File: config.mk
export PLATFORM = sky130hd
export DESIGN_NAME = mux_stim_gen
export DESIGN_NICKNAME = d
export VERILOG_FILES = /design/src/rtl/mux_stim_gen.sv
export SDC_FILE = /design/constraint.sdc
export NUM_CORES = 1
export LEC_CHECK = 0
export CORE_ASPECT_RATIO = 1.25
export CORE_MARGIN = 1.5
export CORE_UTILIZATION = 52
export CTS_BUF_LIST = sky130_fd_sc_hd__clkbuf_16
export DETAILED_ROUTE_END_ITERATION = 10
export PLACE_DENSITY = 0.84
export SYNTH_ARGS = -nofsm -noshare
export SYNTH_HDL_FRONTEND = slang
export SYNTH_SLANG_ARGS = --single-unit
File: constraint.sdc
create_clock -name sys_clk -period 3 [get_ports sys_clk]
set_input_delay 0.3 -clock sys_clk [delete_from_list [all_inputs] [get_ports sys_clk]]
set_output_delay 0.3 -clock sys_clk [all_outputs]
set_load 0.02 [all_outputs]
File: src/rtl/mux_stim_gen.sv
// Pseudo-random stimulus source for the MUX2_1 in1/in2/sel inputs.
// A 16-bit Fibonacci LFSR is stepped once every INTERVAL clocks while a run is active.
module mux_stim_gen #(
    parameter int          INTERVAL  = 10,
    parameter logic [15:0] SEED      = 16'hACE1,
    parameter int          UPD_CNT_W = 16
) (
    input  logic                 sys_clk,
    input  logic                 sys_rst,
    input  logic                 start,
    input  logic                 stop,
    input  logic                 seed_load,
    input  logic [15:0]          seed_in,
    input  logic [UPD_CNT_W-1:0] num_upd,
    output logic                 in1,
    output logic                 in2,
    output logic                 sel,
    output logic                 upd_valid,
    output logic                 busy,
    output logic                 done,
    output logic [UPD_CNT_W-1:0] upd_count
);

    localparam int CNT_W = (INTERVAL > 1) ? $clog2(INTERVAL) : 1;
    localparam logic [CNT_W-1:0] CNT_LAST = CNT_W'(INTERVAL - 1);

    typedef enum logic [1:0] {
        IDLE,
        RUN,
        DONE
    } state_t;

    state_t               state_q, state_d;
    logic [15:0]          lfsr_q, lfsr_d;
    logic [15:0]          lfsrNext;
    logic [15:0]          seedSafe;
    logic [CNT_W-1:0]     intervalCnt_q, intervalCnt_d;
    logic [UPD_CNT_W-1:0] updCount_q, updCount_d;
    logic [UPD_CNT_W-1:0] updInc;
    logic [UPD_CNT_W-1:0] numUpd_q, numUpd_d;
    logic                 in1_q, in1_d;
    logic                 in2_q, in2_d;
    logic                 sel_q, sel_d;
    logic                 updValid_q, updValid_d;
    logic                 busy_q, busy_d;
    logic                 done_q, done_d;

    // Taps 16,14,13,11; an all-zero seed would lock the LFSR, so it is replaced by SEED.
    assign lfsrNext = {lfsr_q[14:0], lfsr_q[15] ^ lfsr_q[13] ^ lfsr_q[12] ^ lfsr_q[10]};
    assign seedSafe = (seed_in == 16'h0000) ? SEED : seed_in;
    assign updInc   = updCount_q + UPD_CNT_W'(1);

    always_comb begin
        state_d       = state_q;
        lfsr_d        = lfsr_q;
        intervalCnt_d = intervalCnt_q;
        updCount_d    = updCount_q;
        numUpd_d      = numUpd_q;
        in1_d         = in1_q;
        in2_d         = in2_q;
        sel_d         = sel_q;
        updValid_d    = 1'b0;

        case (state_q)
            IDLE, DONE: begin
                if (seed_load) begin
                    lfsr_d = seedSafe;
                end
                if (stop) begin
                    state_d = IDLE;
                end else if (start) begin
                    state_d       = RUN;
                    intervalCnt_d = '0;
                    updCount_d    = '0;
                    numUpd_d      = num_upd;
                end
            end
            RUN: begin
                if (stop) begin
                    state_d = IDLE;
                end else if (intervalCnt_q == CNT_LAST) begin
                    intervalCnt_d = '0;
                    lfsr_d        = lfsrNext;
                    in1_d         = lfsrNext[0];
                    in2_d         = lfsrNext[5];
                    sel_d         = lfsrNext[10];
                    updValid_d    = 1'b1;
                    updCount_d    = updInc;
                    if ((numUpd_q != '0) && (updInc == numUpd_q)) begin
                        state_d = DONE;
                    end
                end else begin
                    intervalCnt_d = intervalCnt_q + CNT_W'(1);
                end
            end
            default: begin
                state_d = IDLE;
            end
        endcase

        busy_d = (state_d == RUN);
        done_d = (state_d == DONE);
    end

    always_ff @(posedge sys_clk) begin
        if (sys_rst) begin
            state_q       <= IDLE;
            lfsr_q        <= SEED;
            intervalCnt_q <= '0;
            updCount_q    <= '0;
            numUpd_q      <= '0;
            in1_q         <= 1'b0;
            in2_q         <= 1'b0;
            sel_q         <= 1'b0;
            updValid_q    <= 1'b0;
            busy_q        <= 1'b0;
            done_q        <= 1'b0;
        end else begin
            state_q       <= state_d;
            lfsr_q        <= lfsr_d;
            intervalCnt_q <= intervalCnt_d;
            updCount_q    <= updCount_d;
            numUpd_q      <= numUpd_d;
            in1_q         <= in1_d;
            in2_q         <= in2_d;
            sel_q         <= sel_d;
            updValid_q    <= updValid_d;
            busy_q        <= busy_d;
            done_q        <= done_d;
        end
    end

    assign in1       = in1_q;
    assign in2       = in2_q;
    assign sel       = sel_q;
    assign upd_valid = updValid_q;
    assign busy      = busy_q;
    assign done      = done_q;
    assign upd_count = updCount_q;

endmodule

Word level (Yosys, flattened, before mapping):

Index checks and enable logic that the tools add are counted.

* register bits: 60
* bits in latches: 0
* bits in writable memories: 0
* bits in read-only memories: 0
* input port bits: 37
* output and inout port bits: 22
* word-level logic and storage cells: 63
* memories kept: 0

* add/sub/neg operators: 2
* multipliers: 0
* div/mod/pow operators: 0
* order comparisons: 0
* equal/unequal tests: 11
* shift operators: 0
* multiplexer cells: 22
* bitwise logic cells: 5
* reduce and logical (&&, ||, !) cells: 12

Operator list (count)
* 16-bit two-way mux: 8
* 16-bit one-hot mux with 2 select lines: 2
* 16-bit by 1-bit adder with 16-bit output (second input constant): 1
* 16-bit == test: 1
* 16-bit logical NOT: 1
* 4-bit two-way mux: 4
* 16-bit nonzero test: 1
* 2-bit two-way mux: 5
* 2-bit inequality test (second input constant): 5
* 4-bit one-hot mux with 2 select lines: 1
* 4-bit AND reduction: 2
* 3-bit AND reduction: 2
* 5-bit AND reduction: 1
* 4-bit by 1-bit adder with 4-bit output (second input constant): 1
* 2-bit by 1-bit == test with 1-bit output (second input constant): 2
* 2-bit == test (second input constant): 2
* 4-bit == test (second input constant): 1
* 2-bit one-hot mux with 2 select lines: 1
* 3-bit OR reduction: 1
* 1-bit XOR: 3
* 2-bit logical NOT: 1
* 1-bit NOT: 2
* 2-bit nonzero test: 1
* 2-bit OR reduction: 1
* other kinds (2): 2

Longest topological paths before layout:

Gate-level depths: netlist of the first run.

* depth after elaboration: 8
* depth in mapped cells: 9
* depth with buffers taken out: 9

Worst setup path before layout of the first run:

Ideal clock, no wire load.

* kind: reg-to-reg
* from: register updCount_q[6], in the netlist upd_count[6]
* to: register busy_q, in the netlist busy
* setup time: 0.135 ns
* arrival time: 2.327 ns
* data required time: 2.865 ns
* setup slack: 0.538 ns
* stages on the path, launching flop included: 9
* path buffers: 1
* period minus slack after synthesis: 2.462 ns
* cell sequence: dfxtp_1 buf_4 nand4_4 or4_2 xnor2_1 nor4_1 nand4_1 nor4_2 a21oi_1

* longest elaborated chain between the ends: 8

RTL lines
* start, declared: RTL line 38 `logic [UPD_CNT_W-1:0] updCount_q, updCount_d;`
* start signal, assigned: RTL line 122 `updCount_q <= updCount_d;`
* 16-bit by 1-bit adder with 16-bit output: RTL line 51 `assign updInc = updCount_q + UPD_CNT_W'(1);`
* 16-bit == test: RTL line 89 `if ((numUpd_q != '0) && (updInc == numUpd_q)) begin`
* 1-bit logical AND: RTL line 89
* 2-bit two-way mux: RTL line 89
* 2-bit two-way mux: RTL line 81 `end else if (intervalCnt_q == CNT_LAST) begin`
* 2-bit two-way mux: RTL line 79 `if (stop) begin`
* 2-bit one-hot mux with 2 select lines: RTL line 64 `case (state_q)`
* 2-bit by 1-bit == test with 1-bit output: RTL line 101 `busy_d = (state_d == RUN);`
* end signal, assigned: RTL line 128 `busy_q <= busy_d;`
* end, declared: RTL line 45 `logic busy_q, busy_d;`

Every way passes these cells.
A chain may end at the register's enable or synchronous reset.

Worst setup path in the final report of the first run:

* from: register updCount_q[4], in the netlist upd_count[4]
* to: register busy_q, in the netlist busy

The elaborated chain is that of the path after synthesis.

==> results of run 1 <==
[flip-flops by register name, summed over array words and instances (netlist names)]
name / cells
in2: 1
numUpd_q: 16
upd_valid: 1
lfsr_q: 16
state_q: 2
intervalCnt_q: 4
in1: 1
sel: 1
busy: 1
upd_count: 16
done: 1
[power breakdown]
group	switching [mW]	total [mW]	internal, mW
sequential	0.0265	0.854	0.828
combinational	0.0978	0.197	0.0989
clock	0.351	0.980	0.628
[area by class of cell]
cell class                      instances  share of cell area [%]
Multi-Input combinational cell        297                    44.2
Timing Repair Buffer                   64                    15.8
Clock inverter                          7                    1.45
Tap cell                               66                    2.09
Clock buffer                            9                    5.69
Sequential cell                        60                    30.3
Inverter                                5                   0.474
[cells by family (layout without fill, tap and decap cells)]
logic type / Yosys count / count (layout) / synth area share [%]
compound gates: 102 / 102 / 20.7
xor+xnor: 26 / 26 / 7.40
fa+ha+maj: 3 / 3 / 1.22
buf+inv: 29 / 85 / 4.19
flops: 60 / 60 / 39.0
mux: 1 / 1 / 0.366
simple gates: 165 / 165 / 27.1
[final timing paths]
| path | startpoint | to | slack [ns] | cells after the start |
|---|---|---|---|---|
| worst max-delay path | upd_count[4]$_SDFFE_PP0P_ | busy$_SDFF_PP0_ | 0.23 | 7 |
| worst max register to register | upd_count[4]$_SDFFE_PP0P_ | busy$_SDFF_PP0_ | 0.23 | 7 |
| worst min register to register | sel$_SDFFE_PP0P_ | sel$_SDFFE_PP0P_ | 0.46 | 2 |
| worst min-delay path | sel$_SDFFE_PP0P_ | sel$_SDFFE_PP0P_ | 0.46 | 2 |
[worst max-delay path: stages (launching register included)]
cell,delay [ns]
dfxtp_1,0.56
nand4_4,0.22
or4_2,0.75
xnor2_1,0.17
nor4_1,0.31
nand4_1,0.16
nor4_2,0.36
a21oi_1,0.11
[cells in the mapped netlist (5+ instances only)]
master	n	share of area (%)
o21ai_0	24	3.9
nor3_1	14	2.3
clkbuf_1	12	1.5
nand2_1	60	7.3
xnor2_1	19	5.4
nor4_1	9	1.8
a221oi_1	8	2.3
nor2_1	42	5.1
inv_1	5	0.61
and2_1	5	1.0
xor2_1	7	2.0
a211o_1	9	2.6
o22ai_1	8	1.6
dfxtp_1	60	39
a21oi_1	32	5.2
nand3_1	7	1.1
[stage by stage]
stage / hold slack [ns] / setup WS, ns / util (%) / area, sq um / std cells
4_1_cts: 0.462 / 0.260 / 69.0 / 3960 / 508
6_report: 0.459 / 0.228 / 69.0 / 3960 / 508
3_5_place_dp: 0.455 / 0.284 / 64.0 / 3680 / 492
2_1_floorplan: 0.435 / 0.538 / - / 3080 / 386
5_1_grt: 0.476 / 0.0822 / 69.0 / 3960 / 508
3_3_place_gp: 0.453 / 0.435 / 64.0 / 3680 / 492
[per-layer routing]
layer  share of wire (%)  vias up
li1                    -     1474
met1                  41     1473
met2                  52       99
met3                 4.4       15
met4                 2.5        0
met5                   0        -
==> results.sh, run 1 <==
export IMPL_grt_pass1_vias=2932
export IMPL_fin_crit_ns=2.77
export IMPL_status="finished clean"
export IMPL_postSynthAreaPerCell_sq_um=7.97
export IMPL_num_io_pins=59
export IMPL_timing_fmax_mhz=361
export IMPL_p_leak_nw=1.46
export IMPL_synth_net_count=426
export IMPL_finalCritPeriodShare_pct=92.4
export IMPL_cts_root_buf="clkbuf_16"
export IMPL_ant_nets=0
export IMPL_vias_per_cell=6.03
export IMPL_worst_pin_slew_ns=1.24
export IMPL_use_met1_pct=29.3
export IMPL_antennaDiodeCount=0
export IMPL_hp_class="reg -> reg"
export IMPL_grtUsageTotal_pct=26.1
export IMPL_path_class="reg -> reg"
export IMPL_grt_max_degree=24
export IMPL_netlist_instances=386
export IMPL_hold_buffers=0
export IMPL_relSlewSlack_pct=17.5
export IMPL_synth_edf_count=0
export IMPL_setup_violations_final=0
export IMPL_clkTransAtPathRegs_ns=0.05
export IMPL_worstPathArrival_ns=2.96
export IMPL_die_area_sq_mm=0.00639
export IMPL_cts_resized=0
export IMPL_core_area_sq_mm=0.00574
export IMPL_met3_usage_pct=5.30
export IMPL_grt_met2_usage_pct=46.5
export IMPL_ys_types=48
export IMPL_post_dp_hpwl_microns=5690
export IMPL_initial_core_util_pct=53.6
export IMPL_num_vias=3061
export IMPL_die_h_microns=89.0
export IMPL_crit_fanout=12
export IMPL_fin_nets=477
export IMPL_max_clock_path_buffers=2
export IMPL_seq_area_frac_synth_pct=39.0
export IMPL_grt_pass1_wl_microns=13100
export IMPL_row_count=31
export IMPL_antenna_found_initial=0
export IMPL_firstDrtPassIters=7
export IMPL_cap_violations=0
export IMPL_cts_buffers_inserted=9
export IMPL_die_w_microns=71.8
export IMPL_start_kind="register"
export IMPL_cts_sinks=60
export IMPL_critPathCaptureType="register"
export IMPL_fillers=477
export IMPL_yosysWarnings=0
export IMPL_fin_tns_setup_ns=0
export IMPL_seqCellArea_sq_mm=0.00120
export IMPL_cts_tree="done"
export IMPL_cts_setup_buffers=0
export IMPL_grt_overflow_total=0
export IMPL_io_buffer_count=58
export IMPL_drv_slew=0
export IMPL_ys_ff_latch=60
export IMPL_rsz0062_at_grt="no"
export IMPL_htreeDepth=3
export IMPL_crit_required_ns=3.19
export IMPL_drive_gt1_share_pct=5.66
export IMPL_mostFrequentLayoutCells="60 x nand2_1, 60 x dfxtp_1, 58 x clkdlybuf4s50_1, 42 x nor2_1, 32 x a21oi_1"
export IMPL_ir_drop_mv=0.304
export IMPL_top_usage_layer="met2"
export IMPL_remaining_drc_errors=0
export IMPL_clkLatencyLatePin_ns=0.32
export IMPL_synth_async_reset_ratio_pct=0
export IMPL_multi_input_area_sq_mm=0.00175
export IMPL_gp_congestion=0.899
export IMPL_skew_ns=0.00530
export IMPL_final_hold_viol_count=0
export IMPL_ys_flop_type="dfxtp_1"
export IMPL_wirelength_microns=8100
export IMPL_syn2layout_area_growth_pct=28.6
export IMPL_syn_cell_area_sq_mm=0.00308
export IMPL_dr_first_iter_drc_count=253
export IMPL_routedWlPerCell_microns=15.9
export IMPL_powerDensity_mw_per_mm2=513
export IMPL_finalPower_mw=2.03
Note: power is estimated with default switching activity, not from simulation.
==> inputs of run 2 (changes only) <==
Settings changed: GPL_TIMING_DRIVEN set to 0, HOLD_SLACK_MARGIN set to 0.06.
==> run 2 against run 1 <==
Effect of this change:
- largest cell class unchanged
- the run now ends with design-rule violations left
- combinational power grew 6%
- critical path depth stayed put
- die area did not move
- count of clock-buffer cells in the layout unchanged
- fmax is 4.3% lower
- first-iteration DRC count up 34%
==> results.sh, run 2 (synthesis results as in run 1) <==
export IMPL_status="finished, violations left"
export IMPL_violations="design-rule violations"
export IMPL_p_comb_share_pct=9.7
export IMPL_rsz0062_at_grt="no"
export IMPL_rr_worst_depth=7
export IMPL_die_h_microns=89.0
export IMPL_initial_core_util_pct=53.6
export IMPL_core_area_sq_mm=0.00574
export IMPL_use_met1_pct=28.3
export IMPL_relSlewSlack_pct=52.8
export IMPL_ant_nets=0
export IMPL_critical_path_endpoint="busy$_SDFF_PP0_"
export IMPL_multi_input_area_sq_mm=0.00176
export IMPL_powerDensity_mw_per_mm2=525
export IMPL_place_ws_ns=0.245
export IMPL_start_kind="register"
export IMPL_grtUsageTotal_pct=26.3
export IMPL_antenna_found_initial=0
export IMPL_num_vias=3191
export IMPL_seqPwrFrac_pct=39.9
export IMPL_routedWlPerCell_microns=16.0
export IMPL_cp_depth=7
export IMPL_crit_chain="nand4_1 -> or4_2 -> xnor2_1 -> nor4_1 -> nand4_1 -> nor4_4 -> a21oi_1"
export IMPL_antennaDiodeCount=0
export IMPL_remaining_drc_errors=4
export IMPL_fin_nets=497
export IMPL_power_frac_clock_pct=50.4
export IMPL_p_sw_share_pct=23.1
export IMPL_hp_class="reg -> reg"
export IMPL_max_stage_delay_ns=0.66
export IMPL_grt_max_degree=11
export IMPL_vias_per_cell=6.04
export IMPL_row_count=31
export IMPL_final_hold_viol_count=0
export IMPL_grt_pass1_vias=2960
export IMPL_seqCellArea_sq_mm=0.00120
export IMPL_cts_tree="done"
export IMPL_gp_congestion=0.894
export IMPL_p_int_mw=1.65
export IMPL_top_usage_layer="met2"
export IMPL_hold_worst_slack_ns=0.456
export IMPL_crit_top_cell="nand4_1"
export IMPL_worst_pin_slew_ns=0.704
export IMPL_fin_tns_setup_ns=0
export IMPL_drive_gt1_share_pct=6.49
export IMPL_syn2layout_area_growth_pct=32.4
export IMPL_cts_sinks=60
export IMPL_finalPower_mw=2.14
export IMPL_die_area_sq_mm=0.00639
export IMPL_rrSetupSlack_ns=0.10
export IMPL_firstDrtPassIters=9
export IMPL_critPathCaptureType="register"
export IMPL_io_buffer_count=58
export IMPL_post_dp_hpwl_microns=5760
export IMPL_cts_buffers_inserted=9
export IMPL_cp_startpoint="upd_count[0]$_SDFFE_PP0P_"
export IMPL_p_switching_mw=0.493
export IMPL_dr_first_iter_drc_count=339
export IMPL_p_leak_nw=1.52
export IMPL_crit_fanout=7
export IMPL_fin_crit_ns=2.90
export IMPL_cp_buffers_inverters=0
export IMPL_final_setup_worst_slack_ns=0.102
export IMPL_worstPathArrival_ns=3.09
export IMPL_path_class="reg -> reg"
export IMPL_grt_pass1_wl_microns=13100
export IMPL_die_w_microns=71.8
export IMPL_r2r_end="busy$_SDFF_PP0_"
export IMPL_drv_slew=0
export IMPL_clkTransAtPathRegs_ns=0.05
export IMPL_met3_usage_pct=5.19
export IMPL_cts_root_buf="clkbuf_16"
export IMPL_cap_violations=0
export IMPL_ir_drop_mv=0.325
export IMPL_hold_buffers=0
export IMPL_htreeDepth=3
export IMPL_cp_top_family="simple AND/OR/NAND/NOR gates"
export IMPL_mostFrequentLayoutCells="60 x nand2_1, 60 x dfxtp_1, 58 x clkdlybuf4s50_1, 42 x nor2_1, 32 x a21oi_1"
export IMPL_clkLatencyLatePin_ns=0.33
export IMPL_crit_required_ns=3.19
export IMPL_fin_area_sq_mm=0.00407
export IMPL_grt_met2_usage_pct=47.4
export IMPL_fillers=463
export IMPL_grt_overflow_total=0
export IMPL_skew_ns=0.0103
export IMPL_wirelength_microns=8460
export IMPL_timing_fmax_mhz=345
export IMPL_slowest_stage="or4_2"
export IMPL_max_clock_path_buffers=2
export IMPL_postPlaceCellArea_sq_mm=0.00374
export IMPL_finalCritPeriodShare_pct=96.6
export IMPL_setup_violations_final=0
export IMPL_r2r_start="upd_count[0]$_SDFFE_PP0P_"
export IMPL_num_io_pins=59
==> run 2: cell types whose count changed in the layout (fill, tap and decap cells not counted) <==
cell | previous run | this run
nor4_4 | 1 | 2
bufinv_16 | 1 | 2
inv_1 | 5 | 7
nor4_2 | 1 | 0
buf_1 | 0 | 4
buf_2 | 0 | 4
clkinv_1 | 4 | 1
clkbuf_1 | 0 | 12
==> run 2: worst min-delay path by stage <==
stage	cells past startpoint	end	start	slack, ns
after floorplan	1	lfsr_q[11]$_SDFFE_PP1P_	lfsr_q[11]$_SDFFE_PP1P_	0.44
after global placement	2	in2$_SDFFE_PP0P_	in2$_SDFFE_PP0P_	0.45
after detailed placement	2	sel$_SDFFE_PP0P_	sel$_SDFFE_PP0P_	0.46
after CTS	2	sel$_SDFFE_PP0P_	sel$_SDFFE_PP0P_	0.46
after global routing	2	sel$_SDFFE_PP0P_	sel$_SDFFE_PP0P_	0.49
final	2	sel$_SDFFE_PP0P_	sel$_SDFFE_PP0P_	0.46
==> run 2: layout make-up <==
cell class | instances | area share, %
clock inverters | 7 | 2.06
multi-input cells | 297 | 43.1
plain buffers | 24 | 2.70
flip-flops and latches | 60 | 29.5
well taps | 66 | 2.03
inverters | 5 | 0.461
clock buffers | 9 | 5.53
repair buffers | 60 | 14.6
==> run 2: what timing repair did <==
action                     4_1_cts  5_1_grt
gates resized for setup          0        1
buffers inserted                 0        2
setup endpoints to repair        0        4
==> run 2: power by group through the flow <==
stage          logic, mW  clock network (mW)  registers (mW)
2_1_floorplan      0.116                   0           0.861
3_3_place_gp       0.196                   0           0.866
6_report           0.208                1.08           0.852
3_5_place_dp       0.200                   0           0.868
4_1_cts            0.203                1.07           0.851
5_1_grt            0.227                1.12           0.854
==> run 2: worst reg2reg max path, stage by stage (launching register included) <==
cell,delay (ns)
dfxtp_1,0.52
nand4_1,0.29
or4_2,0.66
xnor2_1,0.16
nor4_1,0.47
nand4_1,0.26
nor4_4,0.29
a21oi_1,0.12
==> run 2: per-layer routing <==
| layer | vias up | share of wire (%) |
|---|---|---|
| met2 | 161 | 50 |
| met4 | 0 | 4.4 |
| li1 | 1522 | - |
| met1 | 1467 | 40 |
| met5 | - | 0 |
| met3 | 41 | 5.8 |
==> run 2: per-stage QoR <==
step | util [%] | instances
finish | 71.0 | 528
global route | 71.0 | 528
CTS | 70.6 | 526
detailed placement | 65.2 | 510
global placement | 65.2 | 510
floorplan | - | 386
==> inputs of run 3 (changes only) <==
Settings changed: CORE_MARGIN 1.5 to 10, GPL_TIMING_DRIVEN 0 to not set.
==> run 3 against run 2 <==
Effect of this change:
- non-clock buffer count decreased by 20
- sequential share of layout area increased by 0.67 points
- global-route usage decreased by 8.2 points
- the run now ends clean
- routed wire length increased by 0.50%
- clock skew decreased by 0.0029 ns
- setup slack improved by 0.20 ns
- fmax increased by 7.6%
==> results.sh, run 3 (synthesis results as in run 1) <==
export IMPL_status="finished clean"
export IMPL_gp_congestion=0.929
export IMPL_seqCellArea_sq_mm=0.00120
export IMPL_dp_cells=492
export IMPL_die_area_sq_mm=0.00942
export IMPL_htreeDepth=3
export IMPL_cts_resized=0
export IMPL_worst_pin_slew_ns=1.19
export IMPL_met3_usage_pct=5.04
export IMPL_crit_fanout=12
export IMPL_rr_worst_depth=7
export IMPL_grt_met2_usage_pct=31.4
export IMPL_antenna_found_initial=0
export IMPL_die_h_microns=106
export IMPL_p_leak_nw=1.48
export IMPL_cts_tree="done"
export IMPL_final_hold_viol_count=0
export IMPL_finalPower_mw=2.11
export IMPL_cts_sinks=60
export IMPL_max_stage_delay_ns=0.75
export IMPL_routedWlPerCell_microns=16.7
export IMPL_grt_max_degree=24
export IMPL_dr_first_iter_drc_count=178
export IMPL_rrSetupSlack_ns=0.31
export IMPL_min_path_cells=2
export IMPL_skew_ns=0.00744
export IMPL_fin_util_pct=68.9
export IMPL_finalCritPeriodShare_pct=89.8
export IMPL_cap_violations=0
export IMPL_vias_per_cell=5.94
export IMPL_cts_setup_buffers=0
export IMPL_r2r_start="upd_count[4]$_SDFFE_PP0P_"
export IMPL_ir_drop_mv=0.346
export IMPL_cts_buffers_inserted=9
export IMPL_syn2layout_area_growth_pct=29.4
export IMPL_fillers=499
export IMPL_top_usage_layer="met2"
export IMPL_min_to="in2$_SDFFE_PP0P_"
export IMPL_fin_crit_ns=2.69
export IMPL_timing_fmax_mhz=371
export IMPL_multi_input_area_sq_mm=0.00175
export IMPL_clkLatencyLatePin_ns=0.32
export IMPL_setup_violations_final=0
export IMPL_antennaDiodeCount=0
export IMPL_grt_pass1_wl_microns=13700
export IMPL_start_kind="register"
export IMPL_core_area_sq_mm=0.00578
export IMPL_crit_required_ns=3.19
export IMPL_grtUsageTotal_pct=18.1
export IMPL_slowest_stage="or4_2"
export IMPL_remaining_drc_errors=0
export IMPL_num_vias=3018
export IMPL_num_io_pins=59
export IMPL_post_dp_hpwl_microns=6320
export IMPL_max_clock_path_buffers=2
export IMPL_hp_start="in2$_SDFFE_PP0P_"
export IMPL_grt_pass1_vias=2910
export IMPL_crit_chain="nand4_4 -> or4_2 -> xnor2_1 -> nor4_1 -> nand4_1 -> nor4_2 -> a21oi_1"
export IMPL_io_buffer_count=58
export IMPL_firstDrtPassIters=4
export IMPL_fin_nets=477
export IMPL_powerDensity_mw_per_mm2=530
export IMPL_grt_overflow_total=0
export IMPL_path_class="reg -> reg"
export IMPL_die_w_microns=88.8
export IMPL_mostFrequentLayoutCells="60 x nand2_1, 60 x dfxtp_1, 58 x clkdlybuf4s50_1, 42 x nor2_1, 32 x a21oi_1"
export IMPL_use_met1_pct=20.0
export IMPL_hp_class="reg -> reg"
export IMPL_wirelength_microns=8510
export IMPL_rsz0062_at_grt="no"
export IMPL_fin_cells=508
export IMPL_cts_root_buf="clkbuf_16"
export IMPL_fin_tns_setup_ns=0
export IMPL_drive_gt1_share_pct=6.11
export IMPL_row_count=31
export IMPL_worstPathArrival_ns=2.88
export IMPL_clkTransAtPathRegs_ns=0.05
export IMPL_critPathCaptureType="register"
export IMPL_postPlaceCellArea_sq_mm=0.00368
export IMPL_initial_core_util_pct=53.3
export IMPL_r2r_end="busy$_SDFF_PP0_"
export IMPL_hold_buffers=0
export IMPL_drv_slew=0
export IMPL_relSlewSlack_pct=20.7
export IMPL_fin_area_sq_mm=0.00398
export IMPL_ant_nets=0
==> run 3: cell count changes in the layout (fill, tap and decap cells not counted), moves of 2 or more <==
cell / previous run / this run
clkinv_2: 1 / 3
buf_1: 4 / 0
buf_2: 4 / 0
clkbuf_1: 12 / 0
==> run 3: critical path: cells and delay by family, from the launching register on <==
kind | cells | cell delay, ns
flops | 1 | 0.56
compound gates | 1 | 0.13
simple gates | 5 | 1.71
xor+xnor | 1 | 0.16
==> run 3: power breakdown <==
| part | switching [mW] | total (mW) | leakage (nW) | internal (mW) |
|---|---|---|---|---|
| clock | 0.346 | 1.06 | 0.158 | 0.715 |
| combinational | 0.0971 | 0.196 | 0.833 | 0.0989 |
| sequential | 0.0264 | 0.854 | 0.489 | 0.828 |
| total | 0.470 | 2.11 | 1.48 | 1.64 |
==> run 3: worst max-delay path by stage <==
stage | startpoint | end | cells past startpoint
finish | upd_count[4]$_SDFFE_PP0P_ | busy$_SDFF_PP0_ | 7
global route | upd_count[4]$_SDFFE_PP0P_ | state_q[0]$_SDFF_PP0_ | 7
CTS | upd_count[4]$_SDFFE_PP0P_ | busy$_SDFF_PP0_ | 7
detailed placement | upd_count[4]$_SDFFE_PP0P_ | busy$_SDFF_PP0_ | 7
global placement | upd_count[4]$_SDFFE_PP0P_ | busy$_SDFF_PP0_ | 7
floorplan | upd_count[6]$_SDFFE_PP0P_ | busy$_SDFF_PP0_ | 8
==> run 3: layout make-up <==
type	count	area share [%]
multi-input combinational	297	43.9
sequential	60	30.2
timing repair buffer	64	15.7
clock buffer	9	5.65
clock inverter	7	2.07
tap	66	2.07
inverter	5	0.471
==> run 3: routing by layer <==
layer / part of all wire (%) / wire length (microns)
met5: 0 / 0
met4: 1.8 / 155
met3: 6.6 / 558
met2: 51 / 4360
met1: 40 / 3430
==> run 3: per-stage QoR <==
stage	setup WS, ns	hold WS, ns
finish	0.305	0.456
global route	0.107	0.498
CTS	0.300	0.459
detailed placement	0.313	0.452
global placement	0.458	0.445
floorplan	0.538	0.435
==> edit 1: new RTL, settings of run 1 <==
Set the parameter `INTERVAL` to 11 (it was 10).
--- a/src/rtl/mux_stim_gen.sv
+++ b/src/rtl/mux_stim_gen.sv
@@ -3,3 +3,3 @@
 module mux_stim_gen #(
-    parameter int          INTERVAL  = 10,
+    parameter int          INTERVAL  = 11,
     parameter logic [15:0] SEED      = 16'hACE1,
Check against the original RTL: no difference found for any inputs over 10 cycles, from zero or initial values and one cycle with sys_rst high; that may be too few to reach the edited logic, so the function may still have changed.
==> edit 1 against run 1 <==
  * The flow now finishes with violations (DRC)
  * Wire length fell by 0.56%
  * Clock power rose by 13%
  * Synthesized area barely moved
  * Cell count rose by 0.20%
  * Worst setup slack improved by 62 ps
  * Power rose by 6.5%
  * Cell area rose by 1.1%
  * Sequential cell count did not move
  * Critical path type unchanged
  * Critical endpoint unchanged
  * Largest cell class unchanged
==> edit 1: results (changes against run 1) <==
GRT
  – Vias in the first global route: 2878 (-1.8%)
  – M2 GR Usage: 47.0% (+0.42 points)
  – First-pass GRT wire length: 13400 µm (+2.8%)
  – Total track usage: 26.8% (+0.66 points)
  – Met1 Use GR: 30.9% (+1.6 points)
  – Routing usage on met3: 4.28% (-1.0 points)
  – Pin count of the biggest net entering global routing: 24 (unchanged)

Worst hold path
  – Worst Hold Depth: 1 (-1)
  – Worst hold endpoint: lfsr_q[6]$_SDFFE_PP1P_
  – Hold_sp: lfsr_q[6]$_SDFFE_PP1P_

CTS
  – CTS H-tree depth: 3 (unchanged)
  – Post-CTS Setup Bufs: 0 (unchanged)
  – Post-CTS Resized: 0 (unchanged)
  – Clock Tree Buf Depth: 2 (unchanged)

Critical path
  – Crit path DAT: 2910 ps (-50 ps)
  – R2r setup slk: 290 ps (+60 ps)
  – Worst setup path startpoint: upd_count[4]$_SDFFE_PP0P_
  – Crit-path slowest cell: or4_2

Power
  – VDD IR max: 0.408 mV (+34%)
  – Comb. pwr: 0.000197 W (about the same)
  – Power per Cell Area: 540 mW/mm² (+5.3%)
  – Clock power share: 51.5% (+3.3 points)
  – Leak pwr: 1.47 nW (+0.81%)
  – Net Sw Frac: 23.4% (-0.030 points)

Synthesis
  – Area contributors post-synth: dfxtp_1 (39%), nand2_1 (7.3%), a21oi_1 (5.5%)
  – Async set-reset flop share out of synthesis: 0% (unchanged)
  – Dominant synthesized flop cell: dfxtp_1
  – Yosys warning count: 0 (unchanged)
  – Count of cell types in the netlist: 47 (-2.1%)
  – Post-synth top cells: dfxtp_1 (60), nand2_1 (60), nor2_1 (42), a21oi_1 (34), o21ai_0 (24)
  – Sequential-to-total area share from yosys stat: 39.0% (about the same)
  – Net Count, Synth: 427 (+0.23%)

Finish
  – Layout cell share with drive strength beyond 1: 6.32% (+0.66 points)
  – # diodes: 0 (unchanged)
  – NumNets Final: 478 (+0.21%)

Drt
  – DR vias/cell: 5.87 (-2.5%)
  – Routed wl met3: 406 µm (+13%)
  – # DRC: 4 (+4)
  – Post-DR wirelength/cell: 15.8 µm (-0.75%)
  – DRT antenna net count: 0 (unchanged)
  – Metal-1 WL: 3310 µm (-0.72%)
  – DRT iter0 DRCs: 203 (-20%)
  – WL met2: 4130 µm (-1.5%)

Place
  – DP Wirelength: 5740 µm (+0.78%)
  – Gp weighted congestion: 0.877 (-2.4%)
  – PortBufs: 58 (unchanged)

Outcome
  – Outcome: complete, but fails checks
  – Failing checks: DRC

STA
  – Max-slew headroom: 16.2% (-1.3 points)
  – Max Clock Skew: 7.71 ps (+2.41 ps)
-- edit 1: cells by family after synthesis --
logic type,after synthesis,share of synthesized area [%]
flip-flops,60,39.0
buffers and inverters,29,4.19
XOR/XNOR,26,7.40
AND/OR/NAND/NOR,166,27.3
AO/OA/AOI/OAI,103,20.8
adder cells (fa/ha/maj),3,1.22
-- edit 1: metrics by stage --
step                      cells  util [%]  area, µm²  hold WS [ps]  setup slack [ps]
final                       509      69.7       4000           468               289
after global routing        509      69.7       4000           493              53.9
after CTS                   509      69.7       4000           467               324
after detailed placement    493      64.1       3680           454               339
after global placement      493      64.1       3680           444               460
after floorplan             387         -       3080           435               538
-- edit 1: layout make-up --
type                            instances  area, µm²
Multi-Input combinational cell        298       1750
Sequential cell                        60       1200
Inverter                                5       18.8
Fill cell                             466       1740
Tap cell                               66       82.6
Timing Repair Buffer                   64        626
Clock inverter                          7        100
Clock buffer                            9        225
==> edit 2: new RTL, settings of run 1 <==
Made on the original files. Re-encode `state_t` (3 states) as one-hot, 3 bits wide.
--- a/src/rtl/mux_stim_gen.sv
+++ b/src/rtl/mux_stim_gen.sv
@@ -26,6 +26,6 @@
 
-    typedef enum logic [1:0] {
-        IDLE,
-        RUN,
-        DONE
+    typedef enum logic [2:0] {
+        IDLE = 3'b001,
+        RUN  = 3'b010,
+        DONE = 3'b100
     } state_t;
Behaviour: no difference found for any inputs over 10 cycles, from zero or initial values and one cycle with sys_rst high; not proved beyond that.
==> edit 2 against run 1 <==
  * Wire length grew 5.2%
  * Synthesized cell count increased by 3.6%
  * Highest routed layer unchanged
  * Sequential cell count grew 1
  * Global-route usage increased by 1.8 points
  * Power up 9.8%
  * Cell area rose by 4.6%
  * Synthesized area grew 2.4%
  * Worst hold slack got worse by 3.7 ps
  * Worst setup slack worse by 17 ps
  * Cell count is 3.7% higher
  * Clock skew is essentially flat
==> edit 2: results (changes against run 1) <==
Outcome
  – Outcome: complete, no violations

Power
  – Leak pwr: 1.48 nW (+1.6%)
  – Internal power: 0.00175 W (+12%)
  – VDD IR max: 0.343 mV (+13%)

Drt
  – Post-DR wirelength/cell: 16.2 µm (+1.4%)
  – DRT iter0 DRCs: 251 (-0.79%)
  – Via count: 3254 (+6.3%)
  – DRT Pass-1 Iters: 6 (-1)

GRT
  – Total track usage: 27.9% (+1.8 points)
  – Vias in the first global route: 3214 (+9.6%)
  – First-pass GRT wire length: 14400 µm (+11%)
  – Pin count of the biggest net entering global routing: 25 (+4.2%)

Finish
  – FILL cells: 449 (-5.9%)
  – # diodes: 0 (unchanged)
  – NumNets Final: 496 (+4.0%)
  – Layout cell share with drive strength beyond 1: 8.46% (+2.8 points)

Synthesis
  – Count of cell types in the netlist: 52 (+8.3%)
  – Post-synth top cells: nand2_1 (72), dfxtp_1 (61), a21oi_1 (36), nor2_1 (34), xnor2_1 (19)
  – Area contributors post-synth: dfxtp_1 (39%), nand2_1 (8.6%), a21oi_1 (5.7%)
  – Sequential-to-total area share from yosys stat: 38.7% (-0.28 points)
  – Async set-reset flop share out of synthesis: 0% (unchanged)
  – Yosys top cell area share: 38.7% (-0.28 points)
  – Dominant synthesized flop cell: dfxtp_1
  – Net Count, Synth: 440 (+3.3%)

Place
  – PortBufs: 58 (unchanged)
  – Gp weighted congestion: 0.895 (-0.38%)
  – DP Wirelength: 6170 µm (+8.4%)
  – DP Worst Slack: 302 ps (+18.5 ps)

CTS
  – Clk_lat worst skew: 330 ps
  – CTS Root Cell: clkbuf_16
  – Reg clk slew, reported paths: 50 ps (about the same)
  – CTS H-tree depth: 3 (unchanged)
  – Post-CTS Resized: 0 (unchanged)
  – Total CTS buffers: 9 (unchanged)
  – Clock Tree Buf Depth: 2 (unchanged)

Critical path
  – Worst Path Max Fanout: 8 (-4)
  – Crit path DAT: 3010 ps (+50 ps)

STA
  – Max Clock Skew: 4.98 ps (-0.320 ps)
  – Max-slew headroom: 52.3% (+35 points)

Worst hold path
  – Hold Path Class: reg -> reg
==> edit 2: logic make-up (layout without fill, tap and decap cells) <==
kind of cell,Yosys count,count (layout),share of synthesized area [%]
fa+ha+maj,3,3,1.19
xor+xnor,28,28,7.78
flops,61,61,38.7
buf+inv,29,90,3.89
simple gates,188,188,30.3
compound gates,91,91,18.1
==> edit 2: worst max-delay path: stages (launching register included) <==
cell	delay [ps]
dfxtp_1	420
ha_1	390
nand3_4	160
or4_4	560
xnor2_1	210
o21ai_1	100
or4_4	560
o31a_1	290
==> edit 2: final timing paths <==
kind,endpoint,cells past startpoint,slack (ps),startpoint
worst min-delay path,sel$_SDFFE_PP0P_,2,460,sel$_SDFFE_PP0P_
worst max register to register,state_q[1]$_SDFF_PP0_,7,210,upd_count[1]$_SDFFE_PP0P_
worst max-delay path,state_q[1]$_SDFF_PP0_,7,210,upd_count[1]$_SDFFE_PP0P_
worst min register to register,sel$_SDFFE_PP0P_,2,460,sel$_SDFFE_PP0P_
==> edit 2: cell type report <==
class                   instances  area share [%]
multi-input cells             310            43.8
flip-flops and latches         61            29.5
repair buffers                 69            16.0
clock buffers                   9            5.44
clock inverters                 7            2.78
well taps                      66            2.00
inverters                       5           0.453
==> edit 2: power groups by stage <==
| stage | clock network (W) | logic, W | registers (W) |
|---|---|---|---|
| after floorplan | 0 | 0.000112 | 0.000876 |
| after global placement | 0 | 0.000184 | 0.000883 |
| after detailed placement | 0 | 0.000190 | 0.000884 |
| after CTS | 0.00117 | 0.000193 | 0.000868 |
| after global routing | 0.00122 | 0.000214 | 0.000871 |
| final | 0.00117 | 0.000193 | 0.000869 |
==> edit 2: per-layer routing <==
metal  GRT usage [%]  part of all wire [%]  vias to the layer above
met2            49.5                    54                      139
met4            15.4                   3.5                        0
met5               0                     0                        -
met1            30.5                    37                     1520
met3            4.82                   5.0                       35
li1                -                     -                     1560
==> edit 2: stage by stage <==
stage / cell area (µm²) / std cells / utilization, %
floorplan: 3150 / 400 / -
global placement: 3800 / 511 / 65.3
detailed placement: 3800 / 511 / 65.3
CTS: 4140 / 527 / 71.1
global route: 4140 / 527 / 71.1
finish: 4140 / 527 / 71.1
